--- config.mk ---
export PLATFORM = sky130hd
export DESIGN_NAME = voting_seq_ctrl
export DESIGN_NICKNAME = d
export VERILOG_FILES = /design/src/rtl/voting_seq_ctrl.sv
export SDC_FILE = /design/constraint.sdc
export NUM_CORES = 1
export LEC_CHECK = 0
export ABC_AREA = 1
export CORE_AREA = 2 2 77 79
export DETAILED_ROUTE_END_ITERATION = 12
export DIE_AREA = 0 0 79 81
export PLACE_DENSITY = 0.43
export SLEW_MARGIN = 20
export SYNTH_ARGS = -nofsm -noshare
export SYNTH_HDL_FRONTEND = slang
export SYNTH_SLANG_ARGS = --single-unit
--- constraint.sdc ---
create_clock -name clk -period 2.2 [get_ports clk]
set_input_delay 0.66 -clock clk [delete_from_list [all_inputs] [get_ports clk]]
set_output_delay 0.66 -clock clk [all_outputs]
set_load 0.01 [all_outputs]
--- src/rtl/voting_seq_ctrl.sv ---
// Serialized election controller: collects 2^M ballots over valid/ready, tallies per candidate,
// then scans 2^N tallies for the plurality winner. Optional win_count port via VOTING_WIN_COUNT_EN.
module voting_seq_ctrl #(
  parameter int N = 2,
  parameter int M = 2
) (
  input  logic         clk,
  input  logic         rst_n,
  input  logic         start,
  input  logic         vote_valid,
  input  logic [N-1:0] vote,
  output logic         vote_ready,
  output logic         busy,
  output logic         done,
  output logic [N-1:0] winner,
`ifdef VOTING_WIN_COUNT_EN
  output logic [M:0]   win_count,
`endif
  output logic [1:0]   state_dbg
);

  localparam int          NC          = 1 << N;
  localparam logic [M:0]  CNT_ONE     = (M+1)'(1);
  localparam logic [M:0]  LAST_BALLOT = (M+1)'(1 << M);
  localparam logic [N-1:0] IDX_ONE    = N'(1);
  localparam logic [N-1:0] LAST_IDX   = '1;

  // state_dbg encoding: 0 IDLE, 1 COLLECT, 2 SCAN, 3 DONE
  typedef enum logic [1:0] {
    S_IDLE    = 2'd0,
    S_COLLECT = 2'd1,
    S_SCAN    = 2'd2,
    S_DONE    = 2'd3
  } state_t;

  state_t       state_q, state_d;
  logic [M:0]   tally_q [NC];
  logic [M:0]   tally_d [NC];
  logic [M:0]   count_q, count_d;
  logic [N-1:0] scan_idx_q, scan_idx_d;
  logic [N-1:0] best_idx_q, best_idx_d;
  logic [M:0]   best_cnt_q, best_cnt_d;
  logic [N-1:0] winner_q, winner_d;
  logic         cand_better;
`ifdef VOTING_WIN_COUNT_EN
  logic [M:0]   win_cnt_q, win_cnt_d;
`endif

  // Handshake: a ballot is consumed on a rising edge where vote_valid && vote_ready;
  // vote_ready is high exactly in COLLECT, and vote may change freely when vote_valid is low.
  always_comb begin
    state_d     = state_q;
    tally_d     = tally_q;
    count_d     = count_q;
    scan_idx_d  = scan_idx_q;
    best_idx_d  = best_idx_q;
    best_cnt_d  = best_cnt_q;
    winner_d    = winner_q;
    cand_better = 1'b0;
`ifdef VOTING_WIN_COUNT_EN
    win_cnt_d   = win_cnt_q;
`endif
    case (state_q)
      S_IDLE, S_DONE: begin
        if (start) begin
          state_d = S_COLLECT;
          for (int i = 0; i < NC; i++) tally_d[i] = '0;
          count_d    = '0;
          scan_idx_d = '0;
          best_idx_d = '0;
          best_cnt_d = '0;
          winner_d   = '0;
`ifdef VOTING_WIN_COUNT_EN
          win_cnt_d  = '0;
`endif
        end
      end
      S_COLLECT: begin
        if (vote_valid) begin
          tally_d[vote] = tally_q[vote] + CNT_ONE;
          count_d       = count_q + CNT_ONE;
          if (count_d == LAST_BALLOT) state_d = S_SCAN;
        end
      end
      S_SCAN: begin
        // Strict compare keeps the lowest index on ties.
        cand_better = tally_q[scan_idx_q] > best_cnt_q;
        if (cand_better) begin
          best_idx_d = scan_idx_q;
          best_cnt_d = tally_q[scan_idx_q];
        end
        scan_idx_d = scan_idx_q + IDX_ONE;
        if (scan_idx_q == LAST_IDX) begin
          state_d    = S_DONE;
          scan_idx_d = '0;
          winner_d   = best_idx_d;
`ifdef VOTING_WIN_COUNT_EN
          win_cnt_d  = best_cnt_d;
`endif
        end
      end
      default: state_d = S_IDLE;
    endcase
  end

  always_ff @(posedge clk or negedge rst_n) begin
    if (!rst_n) begin
      state_q    <= S_IDLE;
      for (int i = 0; i < NC; i++) tally_q[i] <= '0;
      count_q    <= '0;
      scan_idx_q <= '0;
      best_idx_q <= '0;
      best_cnt_q <= '0;
      winner_q   <= '0;
`ifdef VOTING_WIN_COUNT_EN
      win_cnt_q  <= '0;
`endif
    end else begin
      state_q    <= state_d;
      for (int i = 0; i < NC; i++) tally_q[i] <= tally_d[i];
      count_q    <= count_d;
      scan_idx_q <= scan_idx_d;
      best_idx_q <= best_idx_d;
      best_cnt_q <= best_cnt_d;
      winner_q   <= winner_d;
`ifdef VOTING_WIN_COUNT_EN
      win_cnt_q  <= win_cnt_d;
`endif
    end
  end

  assign vote_ready = (state_q == S_COLLECT);
  assign busy       = (state_q == S_COLLECT) || (state_q == S_SCAN);
  assign done       = (state_q == S_DONE);
  assign winner     = winner_q;
  assign state_dbg  = state_q;
`ifdef VOTING_WIN_COUNT_EN
  assign win_count  = win_cnt_q;
`endif

endmodule

==> impl_results.md, run 1 <==
- Resized cells post-CTS: 2
- Path category of the worst min-delay check: reg2reg
- Pre-CTS setup slack: -0.254 ns
- VDD IR max: 0.572 mV
- Nature of the critical path endpoint: primary output
- Total area of multi-input combinational cells: 832 µm²
- HPWL Detailed: 2.93 mm
- Kind of start point of the critical path: flop
- Area of the core: 5680 µm²
- Hold-fix buffers at CTS: 0
- Buffers added on ports: 12
- Achievable clock frequency: 471 MHz
- Number of vias per cell: 4.31
- Later-pin clock latency in the skew report: 0.28 ns
- CP top delay family: buffers and inverters
- Fin crit period: 2.12 ns
- Synth warn: 0
- Wire length of the first global-routing pass: 6.52 mm
- Number of antenna violations at the first check in global routing: 0
- Total Wirelength: 3.68 mm
- Slew at the pin with the worst max-slew slack: 0.358 ns
- Pin count of the biggest net entering global routing: 27
- I/O pin count: 13
- Power per Cell Area: 1200 nW/µm²
- Layout cell share with drive strength beyond 1: 14.5%
- Static Leakage: 1.07 nW
- Fin. Hold Viols: 0
- Post-synth cell types: 25
- Number of maximum-capacitance constraint violations: 0
- CTS tree: yes
- Number of flops mapped to enable cells by yosys: 0
- Cell Area, Synth: 1620 µm²
- Most frequently used flop master after synthesis: dfrtp_1
- Via count of the first global-routing pass: 1411
- Fraction of synthesis flops using an asynchronous set or reset pin: 100%
- Critical-path top delay cell: clkdlybuf4s50_1
- Avg WL per Cell: 11.4 µm
- Cell taking the most area after synthesis: dfrtp_1
- Largest driver fanout on the critical path: 5
- Final worst-path cycle share: 96.4%
- Die height: 81 µm
- Buffer and inverter count on the worst path: 2
- Slew Viols, Final: 0
- Clock edge transition at the registers on the reported setup and hold paths: 0.09 ns
- Number of DRC markers after the initial detailed-route iteration: 82
- Total congestion overflow: 0
- Global routing usage summed across all routing layers: 13.1%
- Root Buffer: clkbuf_8
- Number of nets in the final layout: 266
- Data required time at the worst endpoint: 1.54 ns
- Maximum level of the CTS H-tree: 1
- Area growth syn-to-layout: 23.0%
- Worst setup skew after layout: 0.0107 ns
- Yosys top cell area share: 40.2%
- Cell-by-cell trace of the critical path: buf_4, ha_1, clkdlybuf4s50_1
- Max-slew headroom: 76.1%
- Delay contributed by the slowest stage of the critical path: 0.47 ns
- Final worst slack: 0.0787 ns
- Worst path arrival time: 1.46 ns
- Result of the run: finished clean
- Routability Congestion: 0.848
- Total negative slack for setup checks: 0 ns
- CTS buffer count: 3
- Worst Path Class, Setup: reg2out
- Initial cell density of the core: 28.5%
- Number of synthesized register bits: 26
- Setup repair after global routing missed its margin: no
- Horizontal die dimension: 79 µm
- Maximum count of clock buffers along a single path: 2
- Post-CTS repair timing setup buffer count: 0
- Post-Syn Area per Cell: 7.33 µm²
- Area occupied by registers: 651 µm²
- Final setup violation count: 0
- Count of nets left with antenna violations after detail routing: 0
- Total Die Area: 6400 µm²
- DRC errors left: 0
- Std cell rows: 28
- Count of mapped cells out of synthesis: 221
- Portion of the post-synthesis area used by sequential elements: 40.2%
- Antenna cell count: 0
- Total nets after synthesis: 238
- Number of vias after detailed routing: 1393
- Filler cell count in the final layout: 613
- Cell types with the largest area share after synthesis: dfrtp_1 (40%), nand2_1 (19%), ha_1 (8.5%)
- Number of sinks on the clock net: 26
- First-pass DRT Iterations: 4
-- worst paths after layout --
kind,from,to,slack [ns],depth (start not counted)
max,state_dbg[0],done,0.08,3
min,tally_q[4],tally_q[4],0.48,2
max reg2reg,scan_idx_q[0],best_cnt_q[0],0.24,12
min reg2reg,tally_q[4],tally_q[4],0.48,2
max in group asynchronous,rst_n,tally_q[0],1.18,2
min in group asynchronous,rst_n,winner[0],0.75,2
-- power breakdown --
part	switching [W]	internal (W)	total, W	leakage (nW)
logic	0.000851	0.000468	0.00132	0.683
registers	0.0000851	0.000583	0.000668	0.353
clock network	0.000163	0.000244	0.000406	0.0357
-- worst register-to-register path, cell delays in order, from the launching register on --
cell     delay [ns]
dfrtp_1        0.50
inv_2          0.17
nand2_1        0.07
nand3_1        0.06
o21ai_0        0.14
ha_1           0.34
nand3_1        0.08
nand2_1        0.10
nand2_1        0.11
nand2_1        0.08
nand2_1        0.09
nand2_1        0.08
nand2_1        0.05
-- flip-flops by register name (all words and copies together) (netlist names) --
| signal | flops |
|---|---|
| state_dbg | 2 |
| scan_idx_q | 2 |
| winner | 2 |
| best_cnt_q | 3 |
| tally_q | 12 |
| best_idx_q | 2 |
| count_q | 3 |
-- through the flow --
step                      area (µm²)  power, W  hold slack (ns)  cells  util [%]
after floorplan                 1620   0.00159            0.364    221         -
after global placement          1920   0.00205            0.459    319      33.9
after detailed placement        1920   0.00203            0.463    319      33.9
after CTS                       1990   0.00243            0.485    323      35.1
after global routing            1990   0.00264            0.508    323      35.1
final                           1990   0.00239            0.480    323      35.1
-- placed cells by master (no fill, tap or decap), drive strengths merged --
master,synthesis,layout
nand2,87,87
inv,34,34
dfrtp,26,26
nand3,18,18
nor2,15,15
buf,2,13
o21ai,12,12
ha,11,11
clkdlybuf4s50,0,9
nand4,7,7
clkbuf,0,3
dlygate4sd2,0,2
a21oi,2,2
nand3b,2,2
and2,1,1
a22oi,1,1
o221ai,1,1
nor3,1,1
xnor2,1,1
bufinv,0,1
dlymetal6s2s,0,1
-- layer usage --
metal	track usage (%)	vias to the layer above	part of all wire, %
li1	-	749	-
met1	17.7	621	49
met2	20.5	17	46
met3	2.67	6	2.3
met4	5.17	0	2.3
met5	0	-	0
-- area by class of cell --
class	instances	area share (%)
multi-input cells	159	41.7
flip-flops and latches	26	32.6
repair buffers	25	10.9
inverters	34	6.40
well taps	75	4.71
clock buffers	3	2.07
clock inverters	1	1.51
-- synthesized netlist by cell type, types with 2 or more instances --
| library cell | n |
|---|---|
| nand2_1 | 84 |
| inv_1 | 28 |
| dfrtp_1 | 26 |
| nand3_1 | 18 |
| ha_1 | 11 |
| nor2_1 | 11 |
| nand4_1 | 7 |
| o21ai_0 | 7 |
| inv_2 | 6 |
| nor2_2 | 4 |
| o21ai_1 | 3 |
| buf_2 | 2 |
| nand2_2 | 2 |
-- kinds of logic after synthesis --
family | synth area share [%]
fa+ha+maj | 8.49
simple gates | 35.8
buf+inv | 8.49
compound gates | 6.49
xor+xnor | 0.541
flops | 40.2
(Power assumes the default switching activity.)
==> inputs of run 2 (changes only) <==
--- a/config.mk
+++ b/config.mk
@@ -5,11 +5,11 @@
 export SDC_FILE = /design/constraint.sdc
 export NUM_CORES = 1
 export LEC_CHECK = 0
-export ABC_AREA = 1
-export CORE_AREA = 2 2 77 79
+export CORE_AREA = 2 2 79 81
 export DETAILED_ROUTE_END_ITERATION = 12
-export DIE_AREA = 0 0 79 81
-export PLACE_DENSITY = 0.43
+export DIE_AREA = 0 0 81 83
+export DONT_BUFFER_PORTS = 1
+export PLACE_DENSITY = 0.41
 export SLEW_MARGIN = 20
 export SYNTH_ARGS = -nofsm -noshare
 export SYNTH_HDL_FRONTEND = slang
==> constraint.sdc (replaced) <==
create_clock -name clk -period 1.8 [get_ports clk]
set_input_delay 0.54 -clock clk [delete_from_list [all_inputs] [get_ports clk]]
set_output_delay 0.54 -clock clk [all_outputs]
set_load 0.01 [all_outputs]
==> run 2 against run 1 <==
Net effect:
- the flow now finishes with violations (setup timing)
- non-clock buffer count increased by 6
- critical path type is now reg2reg
- largest power group unchanged
- via count increased by 0.93%
- utilization increased by 2.1 points
- flip-flop and latch count unchanged
- synthesized area increased by 6.3%
==> impl_results.md, run 2 <==
- Cell taking the most area after synthesis: dfrtp_1
- Number of antenna violations at the first check in global routing: 0
- Cell Area, Synth: 1720 µm²
- Top cells by instance count after synthesis: dfrtp_1 (26), o21ai_0 (23), nand2_1 (19)
- Count of nets left with antenna violations after detail routing: 0
- CTS tree: yes
- Post-synth cell types: 48
- Total Die Area: 6720 µm²
- Total congestion overflow: 0
- Setup slack of the worst register-to-register path: -0.33 ns
- Launch point of the critical path: scan_idx_q[0]
- VDD IR max: 0.654 mV
- I/O pin count: 13
- CTS buffer count: 3
- Fraction of synthesis flops using an asynchronous set or reset pin: 100%
- Worst hold slack across all endpoints: 0.0689 ns
- Number of vias after detailed routing: 1406
- DRC errors left: 0
- Crit path capture: best_idx_q[1]
- Most frequent cells in the layout: buf_4 (29), dfrtp_1 (25), nand2_1 (19), o21ai_0 (19), inv_1 (8)
- Die height: 83 µm
- Slew Viols, Final: 0
- Maximum level of the CTS H-tree: 1
- Global routing usage summed across all routing layers: 13.9%
- Avg WL per Cell: 15.8 µm
- Slew at the pin with the worst max-slew slack: 0.322 ns
- Startpoint of the most critical register-to-register path: scan_idx_q[0]
- Flip-flop count of the largest register after layout: 12
- Filler cell count in the final layout: 617
- Number of maximum-capacitance constraint violations: 0
- Antenna cell count: 0
- Number of synthesized register bits: 26
- Worst setup skew after layout: 0.00254 ns
- Pin count of the biggest net entering global routing: 27
- Worst reg2reg path endpoint: best_idx_q[1]
- Post-layout utilization of the core: 37.2%
- Cell types with the largest area share after synthesis: dfrtp_1 (38%), ha_1 (8.0%), o21ai_0 (6.7%)
- Total nets after synthesis: 193
- Final worst slack: -0.327 ns
- Cell count of the worst reg-to-reg path: 6
- Most common cell in the netlist: dfrtp_1
- Failing checks: setup timing
- Root Buffer: clkbuf_8
- Static Leakage: 0.934 nW
- Total Wirelength: 4.35 mm
- Achievable clock frequency: 470 MHz
- Number of nets in the final layout: 219
- Initial cell density of the core: 29.6%
- Worst path arrival time: 2.29 ns
- Number of flops mapped to enable cells by yosys: 0
- Register with the highest flop count: tally_q
- Later-pin clock latency in the skew report: 0.27 ns
- Area of the core: 5820 µm²
- Kind of start point of the critical path: flop
- Horizontal die dimension: 81 µm
- Number of vias per cell: 5.09
- Data required time at the worst endpoint: 1.96 ns
- Wire length of the first global-routing pass: 7.38 mm
- Final setup violation count: 8
- Yosys top cell area share: 37.8%
- Buffers added on ports: 0
- Worst Path Class, Setup: reg2reg
- Largest driver fanout on the critical path: 6
- Synth warn: 0
- Leading cell type in the layout, fill and taps excluded: buf_4
- Count of mapped cells out of synthesis: 176
- Final worst-path cycle share: 118%
- Layout cell share with drive strength beyond 1: 33.8%
- Maximum count of clock buffers along a single path: 2
- Clock edge transition at the registers on the reported setup and hold paths: 0.10 ns
- Post-Syn Area per Cell: 9.79 µm²
- Number of DRC markers after the initial detailed-route iteration: 56
- Fin. Hold Viols: 0
- Most frequently used flop master after synthesis: dfrtp_1
- Fin crit period: 2.13 ns
- Portion of the post-synthesis area used by sequential elements: 37.8%
- Setup repair after global routing missed its margin: yes
- Power per Cell Area: 1500 nW/µm²
- Std cell rows: 28
- Via count of the first global-routing pass: 1536
- HPWL Detailed: 3.30 mm
- Leading registers by flop count: tally_q: 12 flops, best_cnt_q: 3 flops, count_q: 3 flops
- Area growth syn-to-layout: 25.6%
- Number of sinks on the clock net: 26
- Routability Congestion: 0.801
- Result of the run: complete, but fails checks
- Nature of the critical path endpoint: flop
- First-pass DRT Iterations: 6
- Path category of the worst min-delay check: in2async
- Max-slew headroom: 78.5%
## run 2: changes by cell type after synthesis, moves of 4 or more
cell,previous run,this run
a21oi_1,1,5
nor2_1,11,6
nand3_1,18,3
inv_1,28,10
o21ai_0,7,23
a31oi_1,0,6
mux4_2,0,5
nand4_1,7,1
mux2i_1,0,4
inv_2,6,0
nand2_1,84,19
## run 2: timing repair
item | CTS | global route
pin swaps | 2 | 7
endpoints found under the hold margin | 26 | 0
setup buffers | 1 | 0
hold buffers | 1 | 0
endpoints found under the setup margin | 10 | 13
cloned | 1 | 0
resized for setup | 12 | 10
## run 2: logic make-up after synthesis
| kind of cell | synth area share, % |
|---|---|
| muxes | 10.3 |
| buffers and inverters | 6.46 |
| adders and majority gates | 7.99 |
| and+or+nand+nor | 14.2 |
| AOI/OAI and AO/OA | 22.8 |
| xor gates and xnor gates | 0.508 |
| DFF | 37.8 |
## run 2: worst min-delay path by stage
stage,endpoint,cells after the start,from,slack (ns)
floorplan,best_cnt_q[0],0,rst_n,0.24
global placement,best_idx_q[1],0,rst_n,0.25
detailed placement,winner[1],0,rst_n,0.25
CTS,winner[1],1,rst_n,0.07
global route,winner[1],1,rst_n,0.06
finish,winner[0],1,rst_n,0.07
## run 2: layout make-up
class / count / area [µm²] / area share (%)
Timing Repair Buffer: 31 / 249 / 11.5
Inverter: 10 / 37.5 / 1.74
Clock buffer: 3 / 41.3 / 1.91
Clock inverter: 1 / 30.0 / 1.39
Sequential cell: 26 / 652 / 30.1
Multi-Input combinational cell: 130 / 1060 / 49.0
Tap cell: 75 / 93.8 / 4.34
## run 2: power breakdown
part           internal (W)  switching [W]
clock network      0.000298       0.000206
logic              0.000859        0.00105
registers          0.000726       0.000119
total               0.00188        0.00137
## run 2: worst max-delay path, stage by stage (launching register included)
cell and delay [ns]:
dfrtp_2 0.43, mux4_2 0.56, ha_4 0.24, a211o_1 0.34, and2_4 0.21, a31oi_1 0.16
o21ai_1 0.08
## run 2: metal layers
layer / track usage, % / up-vias / wire, µm
li1: - / 694 / -
met4: 4.01 / 0 / 29
met2: 22.5 / 13 / 2170
met3: 2.50 / 2 / 83
met1: 18.8 / 697 / 2060
met5: 0 / - / 0
## run 2: per-stage QoR
step                power [W]  std cells  cell area, µm²  setup slack (ns)  TNS, ns
floorplan             0.00200        176            1760            -0.340    -2.20
global placement      0.00249        269            1980            -0.307    -2.03
detailed placement    0.00254        269            1980            -0.381    -2.28
CTS                   0.00318        276            2110            -0.313    -2.10
global route          0.00350        276            2160            -0.408    -2.93
finish                0.00325        276            2160            -0.327    -2.24
==> inputs of run 3 (changes only) <==
==> config.mk (replaced) <==
export PLATFORM = sky130hd
export DESIGN_NAME = voting_seq_ctrl
export DESIGN_NICKNAME = d
export VERILOG_FILES = /design/src/rtl/voting_seq_ctrl.sv
export SDC_FILE = /design/constraint.sdc
export NUM_CORES = 1
export LEC_CHECK = 0
export CORE_AREA = 2 2 65 67
export DETAILED_ROUTE_END_ITERATION = 12
export DIE_AREA = 0 0 67 69
export DONT_BUFFER_PORTS = 1
export PLACE_DENSITY = 0.58
export REMOVE_ABC_BUFFERS = 1
export SLEW_MARGIN = 20
export SYNTH_ARGS = -nofsm -noshare
export SYNTH_HDL_FRONTEND = slang
export SYNTH_SLANG_ARGS = --single-unit
export TNS_END_PERCENT = 10
==> run 3 against run 2 <==
Net effect:
- the run still ends with setup timing left
- largest power group unchanged
- critical endpoint is now best_idx_q[0]
- design area fell by 1.6%
- setup slack improved by 0.016 ns
- critical path type unchanged
- count of clock-buffer cells in the layout did not move
- utilization rose by 17 points
- first-iteration DRC count rose by 52%
- flip-flop and latch count did not move
==> impl_results.md, run 3 (synthesis gave the netlist of run 2 again) <==
- Result of the run: complete, but fails checks
- Failing checks: setup timing
- Die height: 69 µm
- Final worst-path cycle share: 117%
- Via count of the first global-routing pass: 1430
- Slew at the pin with the worst max-slew slack: 0.412 ns
- Fin crit period: 2.11 ns
- VDD IR max: 0.805 mV
- Clock edge transition at the registers on the reported setup and hold paths: 0.10 ns
- Sequential fraction of design power: 26.2%
- Worst Path Class, Setup: reg2reg
- Nature of the critical path endpoint: flop
- Number of sinks on the clock net: 26
- Avg WL per Cell: 16.2 µm
- Post-layout utilization of the core: 54.4%
- Combinational cell fraction of total power: 58.5%
- Wire length of the first global-routing pass: 6.69 mm
- Setup repair after global routing missed its margin: yes
- DRC errors left: 0
- Total congestion overflow: 0
- P_sw: 0.00137 W
- Number of antenna violations at the first check in global routing: 0
- Clk pwr share: 15.3%
- Final worst slack: -0.311 ns
- Cells after DPL: 241
- Number of vias after detailed routing: 1412
- Number of maximum-capacitance constraint violations: 0
- Data required time at the worst endpoint: 1.96 ns
- Routability Congestion: 0.801
- Power per Cell Area: 1510 nW/µm²
- Leading cell type in the layout, fill and taps excluded: buf_4
- Leading registers by flop count: tally_q: 12 flops, best_cnt_q: 3 flops, count_q: 3 flops
- Register with the highest flop count: tally_q
- Horizontal die dimension: 67 µm
- Most frequent cells in the layout: buf_4 (26), dfrtp_1 (25), nand2_1 (19), o21ai_0 (19)
- First-pass DRT Iterations: 4
- Max-slew headroom: 72.5%
- Buffers added on ports: 0
- Total Die Area: 4620 µm²
- Later-pin clock latency in the skew report: 0.27 ns
- Maximum level of the CTS H-tree: 1
- Switching Share: 42.4%
- CTS buffer count: 3
- Achievable clock frequency: 474 MHz
- Initial cell density of the core: 44.0%
- Fin. Hold Viols: 0
- Final Instance Count excl. Fillers: 248
- Maximum count of clock buffers along a single path: 2
- CTS tree: yes
- Std cell rows: 23
- Cell count of the worst reg-to-reg path: 8
- Layout cell share with drive strength beyond 1: 33.3%
- Worst setup skew after layout: 0.00570 ns
- Flip-flop count of the largest register after layout: 12
- Setup slack of the worst register-to-register path: -0.31 ns
- Slew Viols, Final: 0
- Kind of start point of the critical path: flop
- Total placed instance area: 1910 µm²
- Root Buffer: clkbuf_8
- Global routing usage summed across all routing layers: 18.5%
- Path category of the worst min-delay check: in2async
- Internal Pwr Total: 0.00186 W
- Antenna cell count: 0
- Area of the core: 3910 µm²
- Worst path arrival time: 2.27 ns
- Number of nets in the final layout: 216
- Final setup violation count: 9
- Final design instance area without fill: 2130 µm²
- Pin count of the biggest net entering global routing: 27
- Static Leakage: 0.927 nW
- Total Wirelength: 4.02 mm
- Count of nets left with antenna violations after detail routing: 0
- Worst hold slack across all endpoints: 0.0660 ns
- I/O pin count: 13
- HPWL Detailed: 2.99 mm
- Largest driver fanout on the critical path: 6
- Number of DRC markers after the initial detailed-route iteration: 85
- Number of vias per cell: 5.69
- Area growth syn-to-layout: 23.6%
==> run 3: timing repair <==
action	4_1_cts	5_1_grt
setup buffers	0	1
hold buffers	1	0
gates cloned	1	0
endpoints found under the setup margin	9	21
hold endpoints to repair	26	0
pin swaps	3	8
resized for setup	12	16
==> run 3: final timing paths <==
check	from	to
max in group asynchronous	rst_n	scan_idx_q[0]
max reg2reg	scan_idx_q[0]	best_idx_q[0]
min in group clk	start	scan_idx_q[0]
max	scan_idx_q[0]	best_idx_q[0]
min reg2reg	count_q[1]	count_q[1]
min	rst_n	best_cnt_q[0]
==> run 3: power groups by stage <==
stage,Sequential [W],Combinational [W],Clock (W)
3_5_place_dp,0.000850,0.00158,0
4_1_cts,0.000841,0.00169,0.000505
6_report,0.000845,0.00189,0.000494
3_3_place_gp,0.000846,0.00153,0
2_1_floorplan,0.000878,0.000984,0
5_1_grt,0.000864,0.00208,0.000536
==> run 3: cell type report <==
type,instances,area (µm²)
clock buffers,3,41.3
clock inverters,1,30.0
fillers,360,1780
inverters,10,37.5
multi-input cells,130,1080
flip-flops and latches,26,652
well taps,50,62.6
repair buffers,28,226
==> run 3: per-stage QoR <==
stage | setup slack (ns) | power, W | TNS [ns]
global placement | -0.299 | 0.00237 | -1.94
finish | -0.311 | 0.00323 | -2.28
floorplan | -0.376 | 0.00186 | -2.43
detailed placement | -0.376 | 0.00243 | -2.40
global route | -0.412 | 0.00348 | -3.46
CTS | -0.310 | 0.00304 | -2.19
==> run 3: routing by layer <==
layer	track usage, %	routed length (µm)
met5	0	0
met4	5.67	54
met3	3.10	129
met2	30.8	2070
met1	24.3	1770
==> run 3: worst max-delay path, stage by stage (launching register included) <==
cell,delay (ns)
dfrtp_2,0.43
mux4_2,0.55
inv_2,0.09
ha_4,0.12
inv_2,0.03
a211o_1,0.35
and2_4,0.20
a31oi_1,0.13
o21ai_1,0.09
